## src/rtl/dw01_sub_pipe_8.sv

```systemverilog
// dw01_sub_pipe_8: registered two-stage unsigned subtractor, DIFF = A - B - BI.
// Stage 1 resolves the low LO_WIDTH bits and keeps the high operand bits.
// Stage 2 resolves the high bits using the registered low borrow. The borrow
// chain in any one cycle therefore spans at most max(LO_WIDTH, WIDTH-LO_WIDTH) bits.
//
// Ports
//   CLK        rising-edge clock
//   RST        asynchronous reset, active-high
//   IN_VALID   A/B/BI are valid
//   IN_READY   block accepts operands this cycle (combinational from OUT_READY)
//   A, B       minuend / subtrahend, unsigned, WIDTH bits
//   BI         borrow-in, subtracted at bit 0
//   OUT_VALID  DIFF/BO hold a result
//   OUT_READY  consumer takes the result this cycle
//   DIFF       (A - B - BI) mod 2**WIDTH
//   BO         borrow-out, 1 iff A < B + BI
//
// Only WIDTH=8 is supported in this revision; LO_WIDTH must satisfy
// 1 <= LO_WIDTH < WIDTH.
module dw01_sub_pipe_8 #(
  parameter int WIDTH    = 8,
  parameter int LO_WIDTH = 4
) (
  input  logic             CLK,
  input  logic             RST,
  input  logic             IN_VALID,
  output logic             IN_READY,
  input  logic [WIDTH-1:0] A,
  input  logic [WIDTH-1:0] B,
  input  logic             BI,
  output logic             OUT_VALID,
  input  logic             OUT_READY,
  output logic [WIDTH-1:0] DIFF,
  output logic             BO
);

  localparam int HI_WIDTH = WIDTH - LO_WIDTH;

  logic                s1_valid;
  logic [LO_WIDTH-1:0] d_lo;
  logic                b_lo;
  logic [HI_WIDTH-1:0] a_hi;
  logic [HI_WIDTH-1:0] b_hi;

  logic                in_xfer;
  logic                advance;
  logic [LO_WIDTH:0]   lo_full;
  logic [HI_WIDTH:0]   hi_full;

  // Stage 2 is free when it is empty or being drained this cycle.
  assign advance  = s1_valid && (!OUT_VALID || OUT_READY);
  assign IN_READY = !s1_valid || !OUT_VALID || OUT_READY;
  assign in_xfer  = IN_VALID && IN_READY;

  // Zero-extended subtract: the extra top bit is the borrow out of the field,
  // because a negative two's-complement result sets it.
  assign lo_full = {1'b0, A[LO_WIDTH-1:0]} - {1'b0, B[LO_WIDTH-1:0]}
                 - {{LO_WIDTH{1'b0}}, BI};
  assign hi_full = {1'b0, a_hi} - {1'b0, b_hi} - {{HI_WIDTH{1'b0}}, b_lo};

  always_ff @(posedge CLK or posedge RST) begin
    if (RST) begin
      s1_valid <= 1'b0;
    end else if (in_xfer) begin
      s1_valid <= 1'b1;
    end else if (advance) begin
      s1_valid <= 1'b0;
    end
  end

  // Operand registers only load on an accepted input.
  always_ff @(posedge CLK or posedge RST) begin
    if (RST) begin
      d_lo <= '0;
      b_lo <= 1'b0;
      a_hi <= '0;
      b_hi <= '0;
    end else if (in_xfer) begin
      d_lo <= lo_full[LO_WIDTH-1:0];
      b_lo <= lo_full[LO_WIDTH];
      a_hi <= A[WIDTH-1:LO_WIDTH];
      b_hi <= B[WIDTH-1:LO_WIDTH];
    end
  end

  always_ff @(posedge CLK or posedge RST) begin
    if (RST) begin
      OUT_VALID <= 1'b0;
    end else if (advance) begin
      OUT_VALID <= 1'b1;
    end else if (OUT_READY) begin
      OUT_VALID <= 1'b0;
    end
  end

  // Result registers only load on advance, so they hold under backpressure.
  always_ff @(posedge CLK or posedge RST) begin
    if (RST) begin
      DIFF <= '0;
      BO   <= 1'b0;
    end else if (advance) begin
      DIFF <= {hi_full[HI_WIDTH-1:0], d_lo};
      BO   <= hi_full[HI_WIDTH];
    end
  end

endmodule

```

## config.mk

```make
export PLATFORM = sky130hd
export DESIGN_NAME = dw01_sub_pipe_8
export DESIGN_NICKNAME = d
export VERILOG_FILES = /design/src/rtl/dw01_sub_pipe_8.sv
export SDC_FILE = /design/constraint.sdc
export NUM_CORES = 1
export LEC_CHECK = 0
export CORE_MARGIN = 3
export CORE_UTILIZATION = 30
export DETAILED_ROUTE_END_ITERATION = 7
export GPL_TIMING_DRIVEN = 0
export MAX_ROUTING_LAYER = met4
export PLACE_DENSITY = 0.49
export SKIP_CTS_REPAIR_TIMING = 1
export SLEW_MARGIN = 20
export SYNTH_ARGS = -nofsm -noshare
export SYNTH_HDL_FRONTEND = slang
export SYNTH_SLANG_ARGS = --single-unit
```

## constraint.sdc

```tcl
create_clock -name CLK -period 3.35 [get_ports CLK]
set_clock_uncertainty 0.1 [all_clocks]
set_input_delay 0.67 -clock CLK [delete_from_list [all_inputs] [get_ports CLK]]
set_output_delay 0.67 -clock CLK [all_outputs]
set_load 0.01 [all_outputs]
```

==> reports/metrics.json <==
{
  "postRouteWirelength": {"value": 2220, "unit": "um"},
  "max_slew_margin": {"value": 0.385},
  "preCtsSetupSlack": {"value": 0.509, "unit": "ns"},
  "synth.top_cells.by_count": {"value": "24 x sky130_fd_sc_hd__dfrtp_1, 17 x sky130_fd_sc_hd__inv_1, 12 x sky130_fd_sc_hd__ha_1"},
  "switchingPower": {"value": 294, "unit": "uW"},
  "final_core_util": {"value": 0.430},
  "fp.dieW": {"value": 72.8, "unit": "um"},
  "fin_total_pwr": {"value": 1.06, "unit": "mW"},
  "grt.met3_usage": {"value": 0.0165},
  "post_synth_instance_area": {"value": 1340, "unit": "sq um"},
  "layout.cell_area.non_filler": {"value": 1780, "unit": "sq um"},
  "antenna_found_initial": {"value": 0},
  "netlist.top_cell.by_area": {"value": "sky130_fd_sc_hd__dfrtp_1"},
  "final_period_minus_worst_setup_slack": {"value": 2.59, "unit": "ns"},
  "yosysWarnings": {"value": 0},
  "power.share.sequential": {"value": 0.390},
  "via_count_of_the_first_global_routing_pass": {"value": 927},
  "largest_family_of_logic_cells_by_synthesized_area": {"value": "adder cells"},
  "routability_congestion_estimate_from_global_placement": {"value": 0.801},
  "placement.cell_area": {"value": 1710, "unit": "sq um"},
  "syn2layout_area_growth": {"value": 33.2, "unit": "%"},
  "numPortBuffers": {"value": 31},
  "clock_buffers_created_by_tritoncts": {"value": 3},
  "antenna_cells": {"value": 0},
  "grt_busiest_layer": {"value": "met2"},
  "die_height": {"value": 72.8, "unit": "um"},
  "final_layout_size_suffix_gt1_frac": {"value": 0.158},
  "vias_per_cell": {"value": 4.31},
  "endpoint_kind": {"value": "primary output"},
  "num-nets-final": {"value": 184},
  "worst_ep_required_time": {"value": 2.58, "unit": "ns"},
  "cellPowerDensity": {"value": 593, "unit": "nW/um^2"},
  "synthesis.area_per_instance": {"value": 12.1, "unit": "sq um"},
  "run_status": {"value": "complete, no violations"},
  "clkTransAtPathRegs": {"value": 0.08, "unit": "ns"},
  "basic_gate_share_of_the_synthesized_area_counting_and_or_nand_and_nor_cells": {"value": 0.0860},
  "synth_xor_area_frac": {"value": 0.0523},
  "grt_setup_unrepaired": {"value": "false"},
  "wire_length_of_the_first_global_routing_pass": {"value": 4020, "unit": "um"},
  "maximum_clock_rate": {"value": 0.386, "unit": "GHz"},
  "groute.layer.met2.usage": {"value": 0.171},
  "placement_rows": {"value": 23},
  "num_vias": {"value": 844},
  "synth.distinct_cells": {"value": 18},
  "cell_internal_pwr": {"value": 763, "unit": "uW"},
  "top_cell_type_s_share_of_synthesized_area": {"value": 0.449},
  "post_synth_fa_ha_maj_area_fraction": {"value": 0.172},
  "design.die.area": {"value": 5300, "unit": "sq um"},
  "clockBufferDepth": {"value": 2},
  "muxShareOfSynthArea": {"value": 0.129},
  "clockRootBuffer": {"value": "sky130_fd_sc_hd__clkbuf_8"},
  "worst_slack": {"value": 0.757, "unit": "ns"},
  "grt_use_met1": {"value": 0.119},
  "clock_tree.htree_level_count": {"value": 1},
  "timing.final.setup_violations": {"value": 0},
  "worstMarginPinSlew": {"value": 0.922, "unit": "ns"},
  "swShare": {"value": 0.278},
  "clock_power_share": {"value": 0.242},
  "number_of_sinks_on_the_clock_net": {"value": 24},
  "synth-main-ff-cell": {"value": "sky130_fd_sc_hd__dfrtp_1"},
  "worst_ep_arrival_time": {"value": 1.82, "unit": "ns"},
  "synth_area_leaders": {"value": "sky130_fd_sc_hd__dfrtp_1 45%, sky130_fd_sc_hd__ha_1 11%, sky130_fd_sc_hd__mux2_2 8.4%"},
  "drc": {"value": 0},
  "clock_insertion_delay_worst_skew": {"value": 0.27, "unit": "ns"},
  "grt_max_degree": {"value": 25},
  "drtIter0Drc": {"value": 19},
  "yosys_register_bits": {"value": 24},
  "comb_power_share": {"value": 0.369},
  "tritoncts": {"value": "done"},
  "io-pin-count": {"value": 32},
  "dp_hpwl": {"value": 1750, "unit": "um"},
  "critPathMaxFanout": {"value": 3},
  "worstHoldPathType": {"value": "reg -> reg"},
  "ys_async_sr_fraction": {"value": 1.00},
  "final-max-slew-violation-count": {"value": 0},
  "timing.setup.critical_path_class": {"value": "in -> out"},
  "maxCapViolCount": {"value": 0},
  "initial_cell_density_of_the_core": {"value": 0.323},
  "synth-edff-count": {"value": 0},
  "final_antenna_net_count": {"value": 0},
  "setup-tns-final": {"value": 0, "unit": "ns"},
  "fin_crit_sh": {"value": 0.774},
  "syn_nets": {"value": 148},
  "grt_remaining_overflow": {"value": 0},
  "max-vdd-ir-drop": {"value": 0.197, "unit": "mV"},
  "most_frequent_cell_after_synthesis": {"value": "sky130_fd_sc_hd__dfrtp_1"},
  "avgRoutedWirePerCell": {"value": 11.3, "unit": "um"},
  "drt-pass1-iter-count": {"value": 2},
  "grtUsageTotal": {"value": 0.0997},
  "floorplan.core_area": {"value": 4140, "unit": "sq um"},
  "syn_inst": {"value": 111},
  "worstSetupStartpointType": {"value": "primary input"},
  "synth_compound_gate_area_share": {"value": 0.0449},
  "report.final.hold_viol_count": {"value": 0},
  "share_of_the_yosys_chip_area_belonging_to_registers": {"value": 0.449},
  "leakage": {"value": 0.824, "unit": "nW"}
}
final timing paths:
check                      cells past startpoint  slack [ns]  endpoint      start
min reg2reg                                    2        0.38   DIFF[4]    DIFF[4]
max in group asynchronous                      2        1.78   a_hi[1]        RST
min in group asynchronous                      2        0.80   a_hi[3]        RST
max                                            3        0.76  IN_READY  OUT_READY
min                                            2        0.38   DIFF[4]    DIFF[4]
max reg2reg                                    7        1.21        BO       b_lo
per-layer routing:
metal  wire [um]  vias to the layer above  part of all wire
met1        1010                      392              0.46
li1            -                      427                 -
met2        1070                       23              0.48
met4          27                        0             0.012
met5           0                        -                 0
met3         110                        2             0.050
flip-flops by register name, summed over array words and instances, names as in the netlist:
register and cells:
BO 1, b_hi 4, OUT_VALID 1, b_lo 1, a_hi 4, DIFF 8, s1_valid 1, d_lo 4
metrics by stage:
step | hold slack, ns | std cells
3_3_place_gp | 0.364 | 192
2_1_floorplan | 0.345 | 111
5_1_grt | 0.408 | 196
4_1_cts | 0.392 | 196
3_5_place_dp | 0.373 | 192
6_report | 0.381 | 196
final cells by class:
| cell class | instances | area, sq um |
|---|---|---|
| flip-flops and latches | 24 | 601 |
| repair buffers | 31 | 310 |
| plain buffers | 2 | 26.3 |
| multi-input cells | 68 | 648 |
| clock inverters | 1 | 30.0 |
| inverters | 17 | 63.8 |
| well taps | 50 | 62.6 |
| clock buffers | 3 | 41.3 |
| fillers | 394 | 2360 |
logic make-up after synthesis:
family,after synthesis
DFF,24
and+or+nand+nor,18
AOI/OAI and AO/OA,12
adders and majority gates,16
xor gates and xnor gates,8
muxes,14
buffers and inverters,19
power by group through the flow:
| stage | clock, mW | combinational (mW) | sequential (mW) |
|---|---|---|---|
| after detailed placement | 0 | 0.393 | 0.420 |
| after global routing | 0.272 | 0.439 | 0.424 |
| after CTS | 0.265 | 0.399 | 0.413 |
| after global placement | 0 | 0.391 | 0.417 |
| after floorplan | 0 | 0.210 | 0.434 |
| final | 0.255 | 0.390 | 0.412 |
worst max-delay path, cell delays in order:
cell and delay (ns):
sky130_fd_sc_hd__clkdlybuf4s50_1 0.47, sky130_fd_sc_hd__nand3b_4 0.15, sky130_fd_sc_hd__clkdlybuf4s50_1 0.54
placed cells by master (no fill, tap or decap):
cell,Yosys,routed
sky130_fd_sc_hd__clkbuf_8,0,3
sky130_fd_sc_hd__inv_1,17,17
sky130_fd_sc_hd__nand2_1,8,8
sky130_fd_sc_hd__mux2_4,4,4
sky130_fd_sc_hd__dfrtp_1,24,24
sky130_fd_sc_hd__fa_1,4,4
sky130_fd_sc_hd__nand2_4,1,1
sky130_fd_sc_hd__xnor2_1,8,8
sky130_fd_sc_hd__ha_1,12,12
sky130_fd_sc_hd__bufinv_16,0,1
sky130_fd_sc_hd__nand2b_1,4,4
sky130_fd_sc_hd__nand3b_4,1,1
sky130_fd_sc_hd__buf_8,1,1
sky130_fd_sc_hd__o21ai_0,10,10
sky130_fd_sc_hd__nand2_2,1,1
sky130_fd_sc_hd__clkdlybuf4s50_1,0,31
sky130_fd_sc_hd__buf_6,1,1
sky130_fd_sc_hd__a21oi_1,2,2
sky130_fd_sc_hd__nand3b_1,2,2
sky130_fd_sc_hd__mux2_2,10,10
sky130_fd_sc_hd__or2b_1,1,1
Note: power is estimated with default switching activity, not from simulation.
